--- config.mk ---
export PLATFORM = sky130hd
export DESIGN_NAME = jtpang_bank_sched_flat
export DESIGN_NICKNAME = d
export VERILOG_FILES = /design/src/rtl/jtpang_sched_pkg.sv /design/src/rtl/jtpang_bank_sched_if.sv /design/src/rtl/jtpang_sched_cache.sv /design/src/rtl/jtpang_bank_sched.sv /design/src/flat_wrapper.sv
export SDC_FILE = /design/constraint.sdc
export NUM_CORES = 1
export LEC_CHECK = 0
export BUFFER_PORTS_ARGS = -buffer_cell sky130_fd_sc_hd__buf_4
export CORE_MARGIN = 5
export CORE_UTILIZATION = 45
export CTS_BUF_LIST = sky130_fd_sc_hd__clkbuf_16
export DETAILED_ROUTE_END_ITERATION = 16
export PLACE_DENSITY_LB_ADDON = 0.1
export SYNTH_ARGS = -nofsm -noshare
export SYNTH_HDL_FRONTEND = slang
export SYNTH_SLANG_ARGS = --single-unit
--- constraint.sdc ---
create_clock -name clk -period 6.55 [get_ports clk]
set_input_delay 1.31 -clock clk [delete_from_list [all_inputs] [get_ports clk]]
set_output_delay 1.31 -clock clk [all_outputs]
set_load 0.05 [all_outputs]
--- src/rtl/jtpang_sched_pkg.sv ---
// Shared types for the three-slot SDRAM bank read scheduler: FSM states,
// slot ids, bank geometry and the round-robin pick helper.
package jtpang_sched_pkg;
  localparam int NSLOTS  = 3;
  localparam int BANK_AW = 22;

  typedef enum logic [1:0] {IDLE, WAIT_ACK, WAIT_DATA, RECV2} state_t;
  typedef logic [1:0]         slot_t;
  typedef logic [BANK_AW-1:0] baddr_t;

  // First pending slot at or after ptr; walking downwards lets the nearest win.
  function automatic slot_t rr_pick(logic [NSLOTS-1:0] pend, slot_t ptr);
    slot_t w;
    int    idx;
    w = ptr;
    for (int k = NSLOTS-1; k >= 0; k--) begin
      idx = (int'(ptr) + k) % NSLOTS;
      if (pend[idx]) w = slot_t'(idx);
    end
    return w;
  endfunction
endpackage

--- src/rtl/jtpang_bank_sched_if.sv ---
// Bank-side handshake between the read scheduler (master) and the SDRAM
// controller (slave).
interface jtpang_bank_sched_if;
  import jtpang_sched_pkg::*;
  baddr_t      sdram_addr;
  logic        sdram_req;
  logic        sdram_ack;
  logic        data_dst;
  logic        data_rdy;
  logic [15:0] data_read;

  modport master (output sdram_addr, sdram_req,
                  input  sdram_ack, data_dst, data_rdy, data_read);
  modport slave  (input  sdram_addr, sdram_req,
                  output sdram_ack, data_dst, data_rdy, data_read);
endinterface

--- src/rtl/jtpang_sched_cache.sv ---
// Per-slot single-entry read cache: address translation into the bank,
// hit detection, byte-lane select and the registered ok/dout outputs.
module jtpang_sched_cache
  import jtpang_sched_pkg::*;
#(
  parameter int     AW     = 18,
  parameter int     DW     = 8,
  parameter baddr_t OFFSET = '0
) (
  input  logic                             clk,
  input  logic                             rst,
  input  logic [AW-1:0]                    addr,
  input  logic                             cs,
  input  logic                             busy,
  input  logic                             grant,
  input  logic                             fill,
  input  logic [((DW == 32) ? 32 : 16)-1:0] fill_data,
  output logic                             pending,
  output baddr_t                           word_addr,
  output logic [DW-1:0]                    dout,
  output logic                             ok
);
  localparam int TW = (DW == 8)  ? AW-1 : AW;
  localparam int CW = (DW == 32) ? 32   : 16;

  logic [TW-1:0] tag, req_tag, cur_tag;
  logic [CW-1:0] data, lane;
  logic          valid, hit;

  // Byte slots cache whole 16-bit words; the live addr[0] picks the lane.
  always_comb begin
    cur_tag = (DW == 8) ? TW'(addr >> 1) : TW'(addr);
    if (DW == 32) word_addr = OFFSET + BANK_AW'({cur_tag, 1'b0});
    else          word_addr = OFFSET + BANK_AW'(cur_tag);
    hit     = cs & valid & (tag == cur_tag);
    pending = cs & ~hit & ~busy;
    lane    = (DW == 8 && addr[0]) ? CW'(data >> 8) : data;
  end

  always_ff @(posedge clk) begin
    if (rst) begin
      valid   <= 1'b0;
      tag     <= '0;
      req_tag <= '0;
      data    <= '0;
      dout    <= '0;
      ok      <= 1'b0;
    end else begin
      ok <= hit;
      if (hit)   dout    <= DW'(lane);
      if (grant) req_tag <= cur_tag;
      // The fill is tagged with the address latched at grant, not the live one.
      if (fill) begin
        valid <= 1'b1;
        tag   <= req_tag;
        data  <= fill_data;
      end
    end
  end
endmodule

--- src/rtl/jtpang_bank_sched.sv ---
// Three-slot read scheduler sharing one SDRAM bank. Define
// JTPANG_SCHED_FIXPRIO_EN for fixed priority slot0 > slot1 > slot2.
module jtpang_bank_sched
  import jtpang_sched_pkg::*;
#(
  parameter int     SLOT0_AW     = 18,
  parameter int     SLOT0_DW     = 8,
  parameter baddr_t SLOT0_OFFSET = 22'h0,
  parameter int     SLOT1_AW     = 18,
  parameter int     SLOT1_DW     = 8,
  parameter baddr_t SLOT1_OFFSET = 22'h0,
  parameter int     SLOT2_AW     = 18,
  parameter int     SLOT2_DW     = 32,
  parameter baddr_t SLOT2_OFFSET = 22'h0
) (
  input  logic                clk,
  input  logic                rst,
  input  logic [SLOT0_AW-1:0] slot0_addr,
  input  logic                slot0_cs,
  output logic [SLOT0_DW-1:0] slot0_dout,
  output logic                slot0_ok,
  input  logic [SLOT1_AW-1:0] slot1_addr,
  input  logic                slot1_cs,
  output logic [SLOT1_DW-1:0] slot1_dout,
  output logic                slot1_ok,
  input  logic [SLOT2_AW-1:0] slot2_addr,
  input  logic                slot2_cs,
  output logic [SLOT2_DW-1:0] slot2_dout,
  output logic                slot2_ok,
  jtpang_bank_sched_if.master bank
);
  localparam logic [NSLOTS-1:0] IS32 = {SLOT2_DW == 32, SLOT1_DW == 32, SLOT0_DW == 32};
  localparam int CW0 = (SLOT0_DW == 32) ? 32 : 16;
  localparam int CW1 = (SLOT1_DW == 32) ? 32 : 16;
  localparam int CW2 = (SLOT2_DW == 32) ? 32 : 16;

  state_t            st;
  slot_t             sel, win;
  logic [15:0]       lo;
  logic [NSLOTS-1:0] pend, busy, grant, fill;
  baddr_t            waddr [NSLOTS];
  logic              fill_any;
  logic [31:0]       fill_word;

`ifndef JTPANG_SCHED_FIXPRIO_EN
  slot_t ptr;
  always_ff @(posedge clk)
    if (rst)       ptr <= '0;
    else if (|fill) ptr <= (sel == 2'd2) ? 2'd0 : sel + 2'd1;
`endif

  always_comb begin
`ifdef JTPANG_SCHED_FIXPRIO_EN
    win = rr_pick(pend, 2'd0);
`else
    win = rr_pick(pend, ptr);
`endif
    fill_any  = (st == WAIT_DATA && bank.data_dst && !IS32[sel]) ||
                (st == RECV2 && bank.data_rdy);
    fill_word = (st == RECV2) ? {bank.data_read, lo} : {16'h0, bank.data_read};
    for (int i = 0; i < NSLOTS; i++) begin
      busy[i]  = (st != IDLE) && (sel == slot_t'(i));
      grant[i] = (st == IDLE) && (|pend) && (win == slot_t'(i));
      fill[i]  = fill_any && (sel == slot_t'(i));
    end
  end

  // dst/rdy only count in the data states, so strays after reset are dropped.
  always_ff @(posedge clk) begin
    if (rst) begin
      st              <= IDLE;
      sel             <= '0;
      lo              <= '0;
      bank.sdram_req  <= 1'b0;
      bank.sdram_addr <= '0;
    end else begin
      case (st)
        IDLE: if (|pend) begin
          sel             <= win;
          bank.sdram_addr <= waddr[win];
          bank.sdram_req  <= 1'b1;
          st              <= WAIT_ACK;
        end
        WAIT_ACK: if (bank.sdram_ack) begin
          bank.sdram_req <= 1'b0;
          st             <= WAIT_DATA;
        end
        WAIT_DATA: if (bank.data_dst) begin
          if (IS32[sel]) begin
            lo <= bank.data_read;
            st <= RECV2;
          end else st <= IDLE;
        end
        RECV2: if (bank.data_rdy) st <= IDLE;
        default: st <= IDLE;
      endcase
    end
  end

  jtpang_sched_cache #(.AW(SLOT0_AW), .DW(SLOT0_DW), .OFFSET(SLOT0_OFFSET)) u_slot0 (
    .clk(clk), .rst(rst), .addr(slot0_addr), .cs(slot0_cs), .busy(busy[0]),
    .grant(grant[0]), .fill(fill[0]), .fill_data(fill_word[CW0-1:0]),
    .pending(pend[0]), .word_addr(waddr[0]), .dout(slot0_dout), .ok(slot0_ok));

  jtpang_sched_cache #(.AW(SLOT1_AW), .DW(SLOT1_DW), .OFFSET(SLOT1_OFFSET)) u_slot1 (
    .clk(clk), .rst(rst), .addr(slot1_addr), .cs(slot1_cs), .busy(busy[1]),
    .grant(grant[1]), .fill(fill[1]), .fill_data(fill_word[CW1-1:0]),
    .pending(pend[1]), .word_addr(waddr[1]), .dout(slot1_dout), .ok(slot1_ok));

  jtpang_sched_cache #(.AW(SLOT2_AW), .DW(SLOT2_DW), .OFFSET(SLOT2_OFFSET)) u_slot2 (
    .clk(clk), .rst(rst), .addr(slot2_addr), .cs(slot2_cs), .busy(busy[2]),
    .grant(grant[2]), .fill(fill[2]), .fill_data(fill_word[CW2-1:0]),
    .pending(pend[2]), .word_addr(waddr[2]), .dout(slot2_dout), .ok(slot2_ok));
endmodule

--- src/flat_wrapper.sv ---
// flat-port wrapper written by rule: the top's interface ports become plain ports
module jtpang_bank_sched_flat import jtpang_sched_pkg::*;
#(
  parameter int     SLOT0_AW     = 18,
  parameter int     SLOT0_DW     = 8,
  parameter baddr_t SLOT0_OFFSET = 22'h0,
  parameter int     SLOT1_AW     = 18,
  parameter int     SLOT1_DW     = 8,
  parameter baddr_t SLOT1_OFFSET = 22'h0,
  parameter int     SLOT2_AW     = 18,
  parameter int     SLOT2_DW     = 32,
  parameter baddr_t SLOT2_OFFSET = 22'h0
)
  (clk, rst, slot0_addr, slot0_cs, slot0_dout, slot0_ok, slot1_addr, slot1_cs, slot1_dout, slot1_ok, slot2_addr, slot2_cs, slot2_dout, slot2_ok, bank_sdram_addr, bank_sdram_req, bank_sdram_ack, bank_data_dst, bank_data_rdy, bank_data_read);
  jtpang_bank_sched_if bank_i ();
  input  logic clk;
  input  logic rst;
  input  logic [SLOT0_AW-1:0] slot0_addr;
  input  logic slot0_cs;
  output logic [SLOT0_DW-1:0] slot0_dout;
  output logic slot0_ok;
  input  logic [SLOT1_AW-1:0] slot1_addr;
  input  logic slot1_cs;
  output logic [SLOT1_DW-1:0] slot1_dout;
  output logic slot1_ok;
  input  logic [SLOT2_AW-1:0] slot2_addr;
  input  logic slot2_cs;
  output logic [SLOT2_DW-1:0] slot2_dout;
  output logic slot2_ok;
  output wire logic [$bits(bank_i.sdram_addr)-1:0] bank_sdram_addr;
  output wire logic [$bits(bank_i.sdram_req)-1:0] bank_sdram_req;
  input wire logic [$bits(bank_i.sdram_ack)-1:0] bank_sdram_ack;
  input wire logic [$bits(bank_i.data_dst)-1:0] bank_data_dst;
  input wire logic [$bits(bank_i.data_rdy)-1:0] bank_data_rdy;
  input wire logic [$bits(bank_i.data_read)-1:0] bank_data_read;
  assign bank_sdram_addr = bank_i.sdram_addr;
  assign bank_sdram_req = bank_i.sdram_req;
  assign bank_i.sdram_ack = bank_sdram_ack;
  assign bank_i.data_dst = bank_data_dst;
  assign bank_i.data_rdy = bank_data_rdy;
  assign bank_i.data_read = bank_data_read;
  jtpang_bank_sched #(.SLOT0_AW(SLOT0_AW), .SLOT0_DW(SLOT0_DW), .SLOT0_OFFSET(SLOT0_OFFSET), .SLOT1_AW(SLOT1_AW), .SLOT1_DW(SLOT1_DW), .SLOT1_OFFSET(SLOT1_OFFSET), .SLOT2_AW(SLOT2_AW), .SLOT2_DW(SLOT2_DW), .SLOT2_OFFSET(SLOT2_OFFSET)) u_core (.clk(clk), .rst(rst), .slot0_addr(slot0_addr), .slot0_cs(slot0_cs), .slot0_dout(slot0_dout), .slot0_ok(slot0_ok), .slot1_addr(slot1_addr), .slot1_cs(slot1_cs), .slot1_dout(slot1_dout), .slot1_ok(slot1_ok), .slot2_addr(slot2_addr), .slot2_cs(slot2_cs), .slot2_dout(slot2_dout), .slot2_ok(slot2_ok), .bank(bank_i));
endmodule
==> results.yml <==
outcome:
  status: "finished, final reports clean"
hold_path:
  hold_class: "reg2reg"
  worstHoldEndpoint: "u_core.u_slot1.tag[8]"
  min-delay-start: "u_core.u_slot1.req_tag[8]"
  holdPathStages: 2
placed_design:
  port_buffers: 148
  pre_cts_slack_ps: 1630
  gp_congestion: 0.837
  dp_hpwl_mm: 22.2
detailed_routing:
  drt_iter0_markers: 943
  wl_mm: 33.4
  drc: 0
  drt-pass1-iter-count: 5
  vias_per_cell: 5.60
  post_drt_wl_per_cell_um: 19.1
  via_count: 9774
  ant_nets: 0
power:
  seqPwrFrac: 0.409
  power_uw: 4410
  irDropWorstVdd_uv: 204
  p_leak_uw: 0.00510
  p_int_uw: 2990
  power_frac_clock: 0.369
  switching_power_uw: 1410
  power_density_nw_per_um2: 331
  p_sw_frac: 0.320
  comb_power_share: 0.221
cells_and_area:
  drive_gt1_frac: 0.192
  final_core_util: 0.546
  area_delta_synth_final_pct: 19.2
  num_antenna_cells: 0
  finalNetCount: 1477
sta:
  timing.final.ws_setup_ps: 2200
  worst_pin_slew_ps: 1100
  maxSlewViolCount: 0
  relSlewSlack: 0.267
  rsz0062_at_grt: "no"
  finClkSkew_ps: 12.3
  setup_violations: 0
  fmax_ghz: 0.230
  tns_ps: 0
  period_share: 0.664
  hold_violations: 0
  period_needed_ps: 4350
worst_setup_path:
  crit_chain: "buf_4, xnor2_1, nand4_1, nor3_1, nand4_1, a22o_1, o21ai_4, buf_4, o311a_1, a31o_2"
  worstReg2RegEnd: "u_core.u_slot2.req_tag[4]"
  path_max_fanout: 27
  arrival_ps: 4840
  crit_family: "compound AO/OA/AOI/OAI gates"
  end_kind: "flip-flop"
  regToRegSetupSlack_ps: 2670
  ff2ff_path_depth: 10
  critPathBufInv: 2
  slowest_stage: "nand4_1"
  start_kind: "primary input"
  slowest_delay_ps: 720
  rr_startpoint: "u_core.st[0]"
  cp.required_ps: 7040
  crit_type: "in2reg"
clock_network:
  cts_tree: "yes"
  post_cts_buffers: 0
  cts_made_buffers: 29
  clock_sinks: 264
  clock_latency_ps: 550
  clkTransAtPathRegs_ps: 60
  clock_tree.buffer_depth: 3
  root_buffer: "clkbuf_16"
  hold_buffers: 0
  cts.repair.resized: 0
  htree_num_levels: 1
synth:
  synth_edf_count: 0
  synth.distinct_cells: 57
  ys_seq_area_frac: 0.473
  synth_area_per_cell_um2: 8.51
  muxShareOfSynthArea: 0.0297
  ys.flop_type: "dfxtp_1"
  syn_inst: 1312
  synth_xor_area_frac: 0.0408
  synth-seq-cells: 264
  synth_area_leaders: "dfxtp_1 47%, nand2_1 9.3%, a21oi_1 6.9%, o311a_1 4.7%, a31o_2 3.6%"
  syn-cell-area_um2: 11200
  yosysTopAreaCell: "dfxtp_1"
  synthArstFlopShare: 0
  synth_top_family_by_area: "compound AO/OA/AOI/OAI gates"
  synth_fa_ha_area_frac: 0.00224
  synth_compound_area_frac: 0.233
  synth_top_cell_area_share: 0.473
  synth-simple-area-share: 0.175
  yosysMostFrequentCell: "nand2_1"
  ys_top_cells_by_count: "278 x nand2_1, 264 x dfxtp_1, 154 x a21oi_1"
  synth_warnings: 0
grt:
  grtUsageTotal: 0.225
  grt_pass1_vias: 8962
  antenna_found_initial: 0
  grt_max_degree: 83
  grt_pass1_wl_mm: 51.8
  grt.overflow.total: 0
flow_run:
  drv_cap: 0
floorplanning:
  coreArea_um2: 24400
  die_h_um: 168
  die_width_um: 168
  row_count: 57
  dieArea_um2: 28100
  initial_core_util: 0.458
  ios: 152
[state kept, by name, indices dropped and copies added (netlist names), 2 cells and up]
signal and cells:
u_core.u_slot2.req_tag 18, u_core.st 2, u_core.u_slot1.tag 17, u_core.u_slot0.dout 8
u_core.u_slot0.data 16, u_core.u_slot1.data 16, u_core.u_slot0.req_tag 17, u_core.ptr 2
u_core.u_slot0.tag 17, u_core.bank.sdram_addr 19, u_core.u_slot2.tag 18, u_core.u_slot2.dout 32
u_core.u_slot1.req_tag 17, u_core.u_slot1.dout 8, u_core.sel 2, u_core.u_slot2.data 32
u_core.lo 16
[worst min-delay path, stage by stage (launching register included)]
cell,delay [ps]
dfxtp_1,310
nand2_1,50
a21oi_1,50
[layout make-up]
type                            count  area [µm²]
Clock buffer                       29         726
Clock inverter                     25         214
Fill cell                        2367       11100
Inverter                            7        26.3
Multi-Input combinational cell    929        5410
Sequential cell                   264        5290
Tap cell                          324         405
Timing Repair Buffer              166        1250
[metrics by stage]
step	hold WS (ps)	std cells	area, µm²
after global routing	458	1744	13300
after detailed placement	445	1690	12400
final	448	1744	13300
after CTS	448	1744	13300
after global placement	436	1690	12400
after floorplan	432	1314	11200
[cell usage in the layout (no fill, tap or decap), drive strengths merged, types with 2 or more instances in the layout]
master    n
and2      5
buf     166
inv      10
xor2     21
o311a    52
nand2   279
nand3    37
dfxtp   264
or2       2
o31a      2
ha        2
a31o     54
a21o     18
a21oi   155
a211oi   38
o21a      3
bufinv    4
xnor2    31
clkinv   18
nor3      9
nand4    13
conb      3
nor2b     5
a311oi   16
o21ai    22
nor4      5
nor2    100
clkbuf   29
and3      6
a31oi     2
mux2i    32
[per-layer routing]
metal | share of wire | vias to the layer above | GRT usage
li1 | - | 4796 | -
met1 | 0.48 | 4605 | 0.347
met2 | 0.43 | 322 | 0.325
met3 | 0.073 | 51 | 0.0396
met4 | 0.021 | 0 | 0.0515
met5 | 0 | - | 0
[worst max-delay path by stage]
stage	startpoint	endpoint	slack (ps)	depth (start not counted)
floorplan	slot0_addr[17]	u_core.u_slot1.req_tag[11]	2880	10
global placement	slot0_addr[2]	u_core.u_slot2.req_tag[4]	1640	10
detailed placement	slot0_addr[7]	u_core.u_slot2.req_tag[4]	1630	10
CTS	slot0_addr[7]	u_core.bank.sdram_addr[17]	2210	10
global route	slot2_addr[16]	u_core.u_slot2.req_tag[6]	1950	12
finish	slot0_addr[2]	u_core.u_slot2.req_tag[4]	2200	10
[power by group through the flow]
| stage | Clock, µW | Combinational (µW) | Sequential (µW) |
|---|---|---|---|
| global route | 1730 | 1050 | 1820 |
| floorplan | 0 | 565 | 1940 |
| detailed placement | 0 | 969 | 1840 |
| CTS | 1660 | 972 | 1800 |
| finish | 1630 | 975 | 1800 |
| global placement | 0 | 968 | 1830 |
[cells by family (layout without fill, tap and decap cells)]
kind of cell    Yosys count  after routing
compound gates          373            373
xor+xnor                 52             52
fa+ha+maj                 2              2
buf+inv                 121            227
flops                   264            264
mux                      33             33
other cells               1              3
simple gates            466            466
(Power assumes the default switching activity.)
